## src/rtl/vga_pkg.sv

```systemverilog
// Shared types and helpers for the VGA scan engine: timing descriptor, colour modes
// and the RGB332 expansion used by the colour map.
package vga_pkg;

    typedef struct packed {
        logic [15:0] active;
        logic [15:0] fp;
        logic [15:0] sync;
        logic [15:0] bp;
    } vga_timing_t;

    typedef enum logic {
        MODE_RGB332 = 1'b0,
        MODE_GREY   = 1'b1
    } colour_mode_e;

    function automatic int unsigned timing_total(input vga_timing_t t);
        return 32'(t.active) + 32'(t.fp) + 32'(t.sync) + 32'(t.bp);
    endfunction

    // Bit replication keeps full-scale codes at 8'hFF and zero at 8'h00.
    function automatic logic [23:0] rgb332_expand(input logic [7:0] d);
        return {d[7:5], d[7:5], d[7:6], d[4:2], d[4:2], d[4:3], {4{d[1:0]}}};
    endfunction

endpackage

```

## src/rtl/vga_timing_gen.sv

```systemverilog
// Pixel-tick divider, horizontal/vertical scan counters and sync/active decode.
module vga_timing_gen
    import vga_pkg::*;
#(
    parameter int unsigned CLK_DIV = 2,
    parameter vga_timing_t H_TIM   = '{16'd640, 16'd16, 16'd96, 16'd48},
    parameter vga_timing_t V_TIM   = '{16'd480, 16'd10, 16'd2, 16'd33},
    parameter int unsigned H_W     = 10,
    parameter int unsigned V_W     = 10
) (
    input  logic           clk,
    input  logic           reset,
    output logic           tick_c,
    output logic           pix_hi_nxt_c,
    output logic [H_W-1:0] h_nxt_c,
    output logic [V_W-1:0] v_nxt_c,
    output logic           active_c,
    output logic           h_sync_act_c,
    output logic           v_sync_act_c,
    output logic           origin_c,
    output logic           wrap_c
);

    localparam int unsigned H_TOT = timing_total(H_TIM);
    localparam int unsigned V_TOT = timing_total(V_TIM);
    localparam int unsigned H_SS  = 32'(H_TIM.active) + 32'(H_TIM.fp);
    localparam int unsigned H_SE  = H_SS + 32'(H_TIM.sync);
    localparam int unsigned V_SS  = 32'(V_TIM.active) + 32'(V_TIM.fp);
    localparam int unsigned V_SE  = V_SS + 32'(V_TIM.sync);
    localparam int unsigned DIV_W = $clog2(CLK_DIV);

    logic [DIV_W-1:0] div;
    logic [DIV_W-1:0] div_nxt;
    logic [H_W-1:0]   h_cnt;
    logic [V_W-1:0]   v_cnt;
    logic             h_last;
    logic             v_last;

    assign tick_c = (div == DIV_W'(CLK_DIV - 1));
    assign h_last = (32'(h_cnt) == H_TOT - 1);
    assign v_last = (32'(v_cnt) == V_TOT - 1);

    // Next divider/counter values; counters only move on a pixel tick.
    always_comb begin
        div_nxt = tick_c ? '0 : div + DIV_W'(1);
        h_nxt_c = h_cnt;
        v_nxt_c = v_cnt;
        if (tick_c) begin
            if (h_last) begin
                h_nxt_c = '0;
                v_nxt_c = v_last ? '0 : v_cnt + V_W'(1);
            end else begin
                h_nxt_c = h_cnt + H_W'(1);
            end
        end
    end

    always_comb begin
        pix_hi_nxt_c = 32'(div_nxt) < (CLK_DIV / 2);
        active_c     = (32'(h_cnt) < 32'(H_TIM.active)) && (32'(v_cnt) < 32'(V_TIM.active));
        h_sync_act_c = (32'(h_cnt) >= H_SS) && (32'(h_cnt) < H_SE);
        v_sync_act_c = (32'(v_cnt) >= V_SS) && (32'(v_cnt) < V_SE);
        origin_c     = (h_cnt == '0) && (v_cnt == '0);
        wrap_c       = h_last && v_last;
    end

    always_ff @(posedge clk) begin
        if (reset) begin
            div   <= '0;
            h_cnt <= '0;
            v_cnt <= '0;
        end else begin
            div   <= div_nxt;
            h_cnt <= h_nxt_c;
            v_cnt <= v_nxt_c;
        end
    end

endmodule

```

## src/rtl/vga_scan_controller.sv

```systemverilog
// VGA scan engine top: framebuffer address generation, read-data capture, colour map
// and alignment of sync/blank with the pixel data one pixel period behind the counters.
module vga_scan_controller
    import vga_pkg::*;
#(
    parameter int unsigned CLK_DIV    = 2,
    parameter int unsigned H_ACTIVE   = 640,
    parameter int unsigned H_FP       = 16,
    parameter int unsigned H_SYNC     = 96,
    parameter int unsigned H_BP       = 48,
    parameter int unsigned V_ACTIVE   = 480,
    parameter int unsigned V_FP       = 10,
    parameter int unsigned V_SYNC     = 2,
    parameter int unsigned V_BP       = 33,
    parameter int unsigned SCALE_LOG2 = 2,
    parameter int unsigned ADDR_W     = 16,
    parameter int unsigned MEM_LAT    = 1,
    parameter bit          SYNC_POL   = 1'b0
) (
    input  logic              clk,
    input  logic              reset,
    input  logic              enable,
    input  logic              mode,
    output logic [ADDR_W-1:0] fb_addr,
    input  logic [7:0]        fb_rdata,
    output logic              h_sync,
    output logic              v_sync,
    output logic [7:0]        red,
    output logic [7:0]        green,
    output logic [7:0]        blue,
    output logic              clk_25MHz,
    output logic              sync_n,
    output logic              blank_n,
    output logic              frame_start
);

    localparam vga_timing_t H_TIM = '{active: 16'(H_ACTIVE), fp: 16'(H_FP),
                                      sync: 16'(H_SYNC), bp: 16'(H_BP)};
    localparam vga_timing_t V_TIM = '{active: 16'(V_ACTIVE), fp: 16'(V_FP),
                                      sync: 16'(V_SYNC), bp: 16'(V_BP)};
    localparam int unsigned H_W   = $clog2(timing_total(H_TIM));
    localparam int unsigned V_W   = $clog2(timing_total(V_TIM));
    localparam int unsigned FB_W  = H_ACTIVE >> SCALE_LOG2;

    if ((CLK_DIV < 2) || (CLK_DIV % 2 != 0) || (CLK_DIV < MEM_LAT + 1)) begin : g_bad_div
        $error("vga_scan_controller: CLK_DIV must be even and at least MEM_LAT+1");
    end
    if (64'(FB_W) * 64'(V_ACTIVE >> SCALE_LOG2) > (64'd1 << ADDR_W)) begin : g_bad_addr
        $error("vga_scan_controller: framebuffer does not fit in ADDR_W bits");
    end

    logic              tick_c;
    logic              pix_hi_nxt_c;
    logic [H_W-1:0]    h_nxt_c;
    logic [V_W-1:0]    v_nxt_c;
    logic              active_c;
    logic              h_sync_act_c;
    logic              v_sync_act_c;
    logic              origin_c;
    logic              wrap_c;
    logic              nxt_active_c;
    logic              en_eff_c;
    logic              show_c;
    logic [ADDR_W-1:0] addr_c;
    logic [23:0]       colour_c;
    colour_mode_e      mode_q;
    colour_mode_e      mode_eff_c;
    logic              en_q;

    vga_timing_gen #(
        .CLK_DIV (CLK_DIV),
        .H_TIM   (H_TIM),
        .V_TIM   (V_TIM),
        .H_W     (H_W),
        .V_W     (V_W)
    ) u_timing (
        .clk          (clk),
        .reset        (reset),
        .tick_c       (tick_c),
        .pix_hi_nxt_c (pix_hi_nxt_c),
        .h_nxt_c      (h_nxt_c),
        .v_nxt_c      (v_nxt_c),
        .active_c     (active_c),
        .h_sync_act_c (h_sync_act_c),
        .v_sync_act_c (v_sync_act_c),
        .origin_c     (origin_c),
        .wrap_c       (wrap_c)
    );

    // Address follows the counters' new position; frame settings at (0,0) apply to that pixel too.
    always_comb begin
        nxt_active_c = (32'(h_nxt_c) < H_ACTIVE) && (32'(v_nxt_c) < V_ACTIVE);
        addr_c       = '0;
        if (nxt_active_c) begin
            addr_c = ADDR_W'((32'(v_nxt_c) >> SCALE_LOG2) * FB_W + (32'(h_nxt_c) >> SCALE_LOG2));
        end
        en_eff_c   = origin_c ? enable : en_q;
        mode_eff_c = origin_c ? colour_mode_e'(mode) : mode_q;
        show_c     = active_c && en_eff_c;
        colour_c   = (mode_eff_c == MODE_GREY) ? {3{fb_rdata}} : rgb332_expand(fb_rdata);
    end

    assign sync_n = 1'b0;

    always_ff @(posedge clk) begin
        if (reset) begin
            fb_addr     <= '0;
            h_sync      <= ~SYNC_POL;
            v_sync      <= ~SYNC_POL;
            red         <= '0;
            green       <= '0;
            blue        <= '0;
            blank_n     <= 1'b0;
            frame_start <= 1'b0;
            clk_25MHz   <= 1'b0;
            mode_q      <= MODE_RGB332;
            en_q        <= 1'b0;
        end else begin
            frame_start <= tick_c && wrap_c;
            clk_25MHz   <= pix_hi_nxt_c;
            if (tick_c) begin
                fb_addr              <= addr_c;
                h_sync               <= h_sync_act_c ? SYNC_POL : ~SYNC_POL;
                v_sync               <= v_sync_act_c ? SYNC_POL : ~SYNC_POL;
                blank_n              <= show_c;
                {red, green, blue}   <= show_c ? colour_c : 24'h0;
                if (origin_c) begin
                    mode_q <= mode_eff_c;
                    en_q   <= en_eff_c;
                end
            end
        end
    end

endmodule
```

## config.mk

```make
export PLATFORM = sky130hd
export DESIGN_NAME = vga_scan_controller
export DESIGN_NICKNAME = d
export VERILOG_FILES = /design/src/rtl/vga_pkg.sv /design/src/rtl/vga_timing_gen.sv /design/src/rtl/vga_scan_controller.sv
export SDC_FILE = /design/constraint.sdc
export NUM_CORES = 1
export LEC_CHECK = 0
export BUFFER_PORTS_ARGS = -buffer_cell sky130_fd_sc_hd__buf_2
export CAP_MARGIN = 20
export CORE_MARGIN = 4
export CORE_UTILIZATION = 54
export DETAILED_ROUTE_END_ITERATION = 7
export PLACE_DENSITY_LB_ADDON = 0.3
export SYNTH_ARGS = -nofsm -noshare
export SYNTH_HDL_FRONTEND = slang
export SYNTH_SLANG_ARGS = --single-unit
```

## constraint.sdc

```tcl
create_clock -name clk -period 4.94 [get_ports clk]
set_clock_uncertainty 0.05 [all_clocks]
set_input_delay 0.494 -clock clk [delete_from_list [all_inputs] [get_ports clk]]
set_output_delay 0.494 -clock clk [all_outputs]
set_load 0.1 [all_outputs]
```

== Yosys cells after proc, flatten, opt, wreduce, memory -nomap -nowiden ==
Index checks and enable logic that the tools add are counted.

* Bits in registers: 68
* Logic and storage cells: 54

* Add/sub/neg operators: 4
* Eq/ne operators: 2
* Reductions and logical operators: 11
* $lt $le $gt $ge: 9
* Mux-type cells: 13
* Multiply operators: 1

{| class="wikitable"
|+ Operators with widths
! operator !! count
|-
| 10-bit 2-to-1 mux || 5
|-
| 10-bit < comparator (second input constant) || 3
|-
| 10-bit by 9-bit < comparator with 1-bit output (second input constant) || 3
|-
| 24-bit 2-to-1 mux || 1
|-
| 21-bit 2-to-1 mux || 1
|-
| 10-bit by 1-bit adder with 10-bit output (second input constant) || 2
|-
| 10-bit equality test (second input constant) || 2
|-
| 10-bit logical NOT || 2
|-
| 16-bit by 8-bit adder with 16-bit output || 1
|-
| 16-bit 2-to-1 mux || 1
|-
| 8-bit by 3-bit multiplier with 11-bit output (second input constant) || 1
|-
| 10-bit greater-or-equal comparator (second input constant) || 1
|-
| 10-bit by 9-bit greater-or-equal comparator with 1-bit output (second input constant) || 1
|-
| 1-bit logical AND || 8
|-
| 1-bit 2-to-1 mux || 5
|-
| 2-bit AND reduction || 1
|-
| 1-bit adder (second input constant) || 1
|-
| 1-bit < comparator (second input constant) || 1
|}

== Logic depth before layout (Yosys ltp) ==
Gate-level depths: netlist (run 1).

* Depth after elaboration: 7
* Depth in mapped cells: 17
* Gate-level depth less buffers: 16

== By module ==
A second synthesis (run 1) with hierarchy kept.

* Cell total of the unflattened synthesis: 441
* Area, all modules: 3,641.0 um2

{| class="wikitable"
|+ By module, submodules not included
! module !! instances !! area an instance (um2) !! cells each
|-
| vga_scan_controller || 1 || 2,372.3 || 284
|-
| vga_timing_gen || 1 || 1,268.7 || 157
|}

== Worst setup path before layout (run 1) ==
Ideal clock, no wire load.

* Kind: flip-flop to flip-flop
* Start: register u_timing.h_cnt[1]
* End: register fb_addr[14]
* Data arrival time: 3.673 ns
* Slack: 1.098 ns
* Period minus slack after synthesis: 3.842 ns
* Stages on the path, launching flop included: 17
* Setup time: 0.119 ns
* Path through: dfxtp_1 > ha_1 > and4b_1 > nand4_4 > or3_1 > a21oi_1 > a21oi_1 > inv_1 > ha_1 > ha_1 > fa_1 > a21o_1 > a311oi_1 > o21bai_1 > o21a_1 > a311o_1 > a32o_1

* Cells in the longest elaborated chain, start to end: 6

{| class="wikitable"
|+ Ends and longest elaborated chain
! what !! RTL line !! text
|-
| start, declared || vga_timing_gen.sv:34 || <nowiki>logic [H_W-1:0] h_cnt;</nowiki>
|-
| start signal, assigned || vga_timing_gen.sv:74 || <nowiki>h_cnt <= h_nxt_c;</nowiki>
|-
| 10-bit equality test * || vga_timing_gen.sv:40 || <nowiki>assign h_last = (32'(h_cnt) == H_TOT - 1);</nowiki>
|-
| 10-bit 2-to-1 mux * || vga_timing_gen.sv:49 || <nowiki>if (h_last) begin</nowiki>
|-
| 10-bit 2-to-1 mux * || vga_timing_gen.sv:48 || <nowiki>if (tick_c) begin</nowiki>
|-
| net u_timing.v_nxt_c[3] || vga_timing_gen.sv:16 || <nowiki>output logic [V_W-1:0] v_nxt_c,</nowiki>
|-
| 8-bit by 3-bit multiplier with 11-bit output or 10-bit by 9-bit < comparator with 1-bit output (tied branches) || vga_scan_controller.sv:95, vga_scan_controller.sv:92 ||
|-
| 16-bit by 8-bit adder with 16-bit output or 1-bit logical AND (tied branches) || vga_scan_controller.sv:95, vga_scan_controller.sv:92 ||
|-
| 16-bit 2-to-1 mux * || vga_scan_controller.sv:94 || <nowiki>if (nxt_active_c) begin</nowiki>
|-
| end signal, assigned || vga_scan_controller.sv:122 || <nowiki>fb_addr <= addr_c;</nowiki>
|-
| end, declared || vga_scan_controller.sv:24 || <nowiki>output logic [ADDR_W-1:0] fb_addr,</nowiki>
|}

The timed path passes the listed nets; every way through them passes the cells marked *.
A chain may end at the register's enable or synchronous reset.

== Final worst setup path (run 1) ==
Ends and elaborated chain as after synthesis.

==> flow_summary.ini, run 1 <==
[grt]
grt_max_degree = 34
grt_pass1_wl_um = 12900
grt_pass1_vias = 2715
gr-usage-all-layers = 0.211
overflow = 0
antenna_found_initial = 0

[sta]
slew_headroom = 0.431
fin_crit_sh = 0.888
fin_setup_tns_ps = 0
worstMarginPinSlew_ps = 853
fin_crit_ps = 4390
setup-violations-final = 0
max_freq_mhz = 228
slew_violations = 0
rsz0062_at_grt = no
finalHoldViolations = 0

[clocking]
clk-insertion-delay-late_ps = 350
clk_path_buf_depth = 2
hold_buffers = 0
cts_made_buffers = 9
clkSinkCount = 68
clockRootBuffer = clkbuf_8
cts_resized = 0
clk_pin_slew_ps = 80
htree_levels = 3
post-cts-setup-buffers = 0
cts_tree = built

[routing]
vias = 2887
drc = 0
initialDrtViolationCount = 151
wl_um = 7850
viasPerCell = 5.76
wl_per_cell_um = 15.7
drt_pre_antenna_iters = 4
drtAntennaViolNets = 0

[setup_path]
cpPeakStageDelay_ps = 440
crit_slowest_cell = or3_1
cp_max_fo = 18
path_class = flip-flop to flip-flop
end_kind = flip-flop
critical_path_required_ps = 5130
crit-reg2reg-capture = fb_addr[14]
reg2reg_from = u_timing.h_cnt[1]
rr_worst_depth = 16
critical_path_arrival_ps = 4570
worstPathCellList = ha_1, and4b_1, nand4_4, or3_1, a21oi_1, a21oi_1, inv_1, ha_1, ha_1, fa_1, a21o_1, a311oi_1, o21bai_1, o21a_1, a311o_1, a32o_1
cp-start-kind = flip-flop
reg2reg_slack_ps = 550
crit_path_frequent_cell = ha_1
crit_path_start = u_timing.h_cnt[1]
crit_path_end = fb_addr[14]

[floorplanning]
die-area_um2 = 7790
core_region_area_um2 = 6100
core.rowCount = 28
initial_core_util = 0.571
chipHeight_um = 88.3
ios = 58
die_w_um = 88.3

[placement]
hpwl_um = 5670
place_inst = 486
place.gp.congestion = 0.912
io_buffers = 56

[yosys]
synthTopCellsByArea = dfxtp_1 39%, ha_1 6.5%, mux2i_1 5.8%
yosysWarnings = 0
synth_top_area_cell = dfxtp_1
avgSynthCellArea_um2 = 9.30
synth-async-reset-ratio = 0
yosysSeqAreaShare = 0.391
synth-edff-count = 0
synth_most_common_cell = dfxtp_1
syn_nets = 406
synth_ff_type = dfxtp_1
syn_area_um2 = 3480
netlist.area_leader.share = 0.391
ys_top_cells_by_count = 68 x dfxtp_1, 38 x nand2_1, 21 x a22o_1, 21 x nor2_1, 20 x mux2i_1
syn_inst = 374
ys_ff_latch = 68
ys_types = 60

[power]
power_density_nw_per_um2 = 313
p_total_uw = 1240
p_leak_uw = 0.00191
irDropWorstVdd_mv = 0.204

[min_path]
hp-start = enable
hp-class = input port to flip-flop

[cells_and_area]
instances_no_fill = 501
antennaDiodeCount = 0
area_growth_pct = 14.4
drive_above_1_share = 0.204
layout.nets = 454
final_util = 0.653

[run_status]
status = finished clean

[run]
cap_violations = 0
[where the power goes]
group | switching (uW) | leakage [uW] | internal, uW | total, uW
sequential | 11.5 | 0.000550 | 563 | 574
clock | 210 | 0.000101 | 272 | 482
combinational | 142 | 0.00126 | 44.8 | 187
[flip-flops by register name, summed over array words and instances, names as in the netlist]
register / count
blank_n: 1
blue: 8
clk_25MHz: 1
en_q: 1
fb_addr: 16
frame_start: 1
green: 8
h_sync: 1
mode_q: 1
red: 8
u_timing.h_cnt: 10
u_timing.tick_c: 1
u_timing.v_cnt: 10
v_sync: 1
[cell families (layout without fill, tap and decap cells)]
logic type | Yosys count | count (layout) | share of synthesized area
buffers and inverters | 39 | 91 | 0.0500
other | 1 | 1 | 0.00108
muxes | 21 | 21 | 0.0608
AOI/OAI and AO/OA | 87 | 87 | 0.184
DFF | 68 | 68 | 0.391
and+or+nand+nor | 117 | 117 | 0.183
xor gates and xnor gates | 21 | 21 | 0.0529
adders and majority gates | 20 | 20 | 0.0763
[area by class of cell]
type / instances / area (um^2)
Fill cell: 517 / 2120
Timing Repair Buffer: 58 / 295
Inverter: 18 / 67.6
Clock inverter: 3 / 45.0
Sequential cell: 68 / 1360
Clock buffer: 12 / 165
Tap cell: 75 / 93.8
Multi-Input combinational cell: 267 / 1950
[critical path, delay by kind of cell, from the launching register on]
family / cells / cell delay (ps)
and+or+nand+nor: 3 / 990
AOI/OAI and AO/OA: 8 / 1580
DFF: 1 / 390
buffers and inverters: 1 / 120
adders and majority gates: 4 / 1160
[per-stage QoR]
stage / instance area [um^2] / setup slack [ps] / hold WS (ps)
2_1_floorplan: 3480 / 1100 / 413
3_3_place_gp: 3770 / 804 / 377
3_5_place_dp: 3770 / 589 / 389
4_1_cts: 3980 / 568 / 361
5_1_grt: 3980 / 318 / 385
6_report: 3980 / 554 / 360
[per-layer routing]
layer  track usage  part of all wire  up-vias
met2         0.330              0.46       84
met1         0.290              0.46     1355
met3        0.0345             0.057       15
met5             0                 0        -
li1              -                 -     1433
met4        0.0893             0.023        0
[worst min path at each step]
stage	cells after the start	to	slack, ps
5_1_grt	3	en_q	380
3_5_place_dp	2	red[3]	390
6_report	3	en_q	360
4_1_cts	3	en_q	360
2_1_floorplan	2	en_q	410
3_3_place_gp	2	blank_n	380
[cells in the final DEF, fill, tap and decap left out, drive strengths merged, types with 2 or more instances in the layout]
cell	instances
dfxtp	68
buf	58
nand2	38
o21ai	24
a22o	21
nor2	21
mux2i	20
inv	18
ha	18
a21oi	13
xnor2	12
clkbuf	12
xor2	9
nand3	8
nor3	8
nand4	8
nor4	7
nor2b	5
and3	4
a21o	4
nand2b	3
o21bai	3
a32o	3
and2	3
and4	2
and4b	2
o21a	2
o31a	2
or4	2
o2111ai	2
a31oi	2
o211ai	2
fa	2
clkinvlp	2
or3	2
a311oi	2
No activity file was read; power rests on OpenSTA's default activity.
==> run 2, diff against run 1 <==
--- a/config.mk
+++ b/config.mk
@@ -7,7 +7,7 @@
 export LEC_CHECK = 0
 export BUFFER_PORTS_ARGS = -buffer_cell sky130_fd_sc_hd__buf_2
 export CAP_MARGIN = 20
-export CORE_MARGIN = 4
+export CORE_MARGIN = 10
 export CORE_UTILIZATION = 54
 export DETAILED_ROUTE_END_ITERATION = 7
 export PLACE_DENSITY_LB_ADDON = 0.3
==> run 2 against run 1 <==
Critical path depth stayed put; via count down 2.0%; clock power up 5.8%; cell area up 0.44%; count of clock-buffer cells in the layout decreased by 2; non-clock buffer count unchanged; core utilization fell by 2.0 points; cell count rose by 0.60%; worst setup slack better by 100 ps; critical path type unchanged; first-iteration DRC count is 7.9% higher; global-route usage shrank 5.5 points.
==> flow_summary.ini, run 2 (synthesis gave the netlist of run 1 again) <==
[run_status]
status = finished clean

[min_path]
hold_end = en_q
hp-start = enable
hold_path_depth = 3
hp-class = input port to flip-flop

[setup_path]
end_kind = flip-flop
crit-reg2reg-capture = fb_addr[14]
cpPeakStageDelay_ps = 440
reg2reg_slack_ps = 660
rr_worst_depth = 16
cp_max_fo = 18
crit_slowest_cell = or3_1
critical_path_arrival_ps = 4470
crit_path_frequent_cell = ha_1
critical_path_required_ps = 5130
worstPathCellList = ha_1, and4b_1, nand4_4, or3_1, a21oi_1, a21oi_1, inv_1, ha_1, ha_1, fa_1, a21o_1, a311oi_1, o21bai_1, o21a_1, a311o_1, a32o_1
reg2reg_from = u_timing.h_cnt[1]
cp-start-kind = flip-flop
path_class = flip-flop to flip-flop

[cells_and_area]
instances_no_fill = 504
area_growth_pct = 14.9
layout_commonest_cell = dfxtp_1
reg_top3 = fb_addr x16, u_timing.h_cnt x10, u_timing.v_cnt x10
antennaDiodeCount = 0
final_cell_mix = 68 x dfxtp_1, 56 x buf_2, 38 x nand2_1, 21 x a22o_1, 20 x nor2_1
top_register = fb_addr
design_area_um2 = 4000
nFillCells = 552
layout.nets = 454
final_util = 0.633
drive_above_1_share = 0.206
largest_reg_flops = 16

[clocking]
cts_tree = built
cts_resized = 0
htree_levels = 3
clk-insertion-delay-late_ps = 340
clockRootBuffer = clkbuf_8
cts_made_buffers = 9
post-cts-setup-buffers = 0
clkSinkCount = 68
hold_buffers = 0
clk_path_buf_depth = 2
clk_pin_slew_ps = 70

[power]
p_leak_uw = 0.00193
irDropWorstVdd_mv = 0.212
power_density_nw_per_um2 = 318

[routing]
drc = 0
dr.max_layer_used = met4
wl_per_cell_um = 15.2
wl_met2_um = 3540
drt_pre_antenna_iters = 4
initialDrtViolationCount = 163
vias = 2830
drtAntennaViolNets = 0
viasPerCell = 5.62
wl_met3_um = 418
wl_met1_um = 3510
wl_um = 7640

[placement]
hpwl_um = 5700
dpl_cell_area_um2 = 3770
place.gp.congestion = 0.828
place_inst = 488
io_buffers = 56

[grt]
gr-usage-all-layers = 0.156
overflow = 0
grt_max_degree = 45
grt_pass1_wl_um = 13100
grt_pass1_vias = 2761
antenna_found_initial = 0

[sta]
fin_setup_tns_ps = 0
max_freq_mhz = 233
worstMarginPinSlew_ps = 860
rsz0062_at_grt = no
fin_crit_sh = 0.867
finalHoldViolations = 0
fin_crit_ps = 4280
slew_violations = 0
slew_headroom = 0.422
setup-violations-final = 0

[floorplanning]
die_w_um = 100
ios = 58
die-area_um2 = 10100
initial_core_util = 0.551
core_region_area_um2 = 6310
chipHeight_um = 100
core.rowCount = 29

[run]
cap_violations = 0
run 2: cell count changes in the layout (fill, tap and decap cells not counted):
cell,change
bufinv_16,+1
clkinv_4,+2
clkinvlp_4,-2
clkbuf_8,-2
clkinv_2,+2
run 2: critical path, delay by kind of cell (launching register included):
kind / cells / cell delay (ps)
fa+ha+maj: 4 / 1120
flops: 1 / 370
buf+inv: 1 / 130
compound gates: 8 / 1510
simple gates: 3 / 990
run 2: per-layer routing:
metal	up-vias	global-route usage
li1	1440	-
met1	1315	0.198
met2	59	0.238
met3	16	0.0405
met4	0	0.0804
met5	-	0
run 2: worst max path at each step:
stage	startpoint	endpoint	slack, ps	cells past startpoint
detailed placement	u_timing.h_cnt[1]	fb_addr[14]	700	16
finish	u_timing.h_cnt[1]	fb_addr[14]	660	16
CTS	u_timing.h_cnt[1]	fb_addr[14]	670	16
floorplan	u_timing.h_cnt[1]	fb_addr[14]	1100	16
global placement	u_timing.h_cnt[1]	fb_addr[14]	810	16
global route	u_timing.h_cnt[1]	fb_addr[14]	280	14
run 2: per-stage QoR:
step	worst slack (ps)	hold WS (ps)	power (uW)
6_report	657	363	1270
5_1_grt	281	382	1320
4_1_cts	672	360	1280
3_5_place_dp	696	389	773
3_3_place_gp	806	379	770
2_1_floorplan	1100	413	736
run 2: cell type report:
class | count | area, um^2 | area share
Inverter | 18 | 67.6 | 0.0169
Timing Repair Buffer | 58 | 295 | 0.0739
Tap cell | 77 | 96.3 | 0.0241
Multi-Input combinational cell | 267 | 1950 | 0.488
Clock inverter | 6 | 87.6 | 0.0219
Sequential cell | 68 | 1360 | 0.341
Clock buffer | 10 | 138 | 0.0345
run 2: power breakdown:
group          leakage, uW  internal [uW]  switching, uW
clock network     0.000116            298            212
registers         0.000550            563           10.7
logic              0.00126           45.3            141
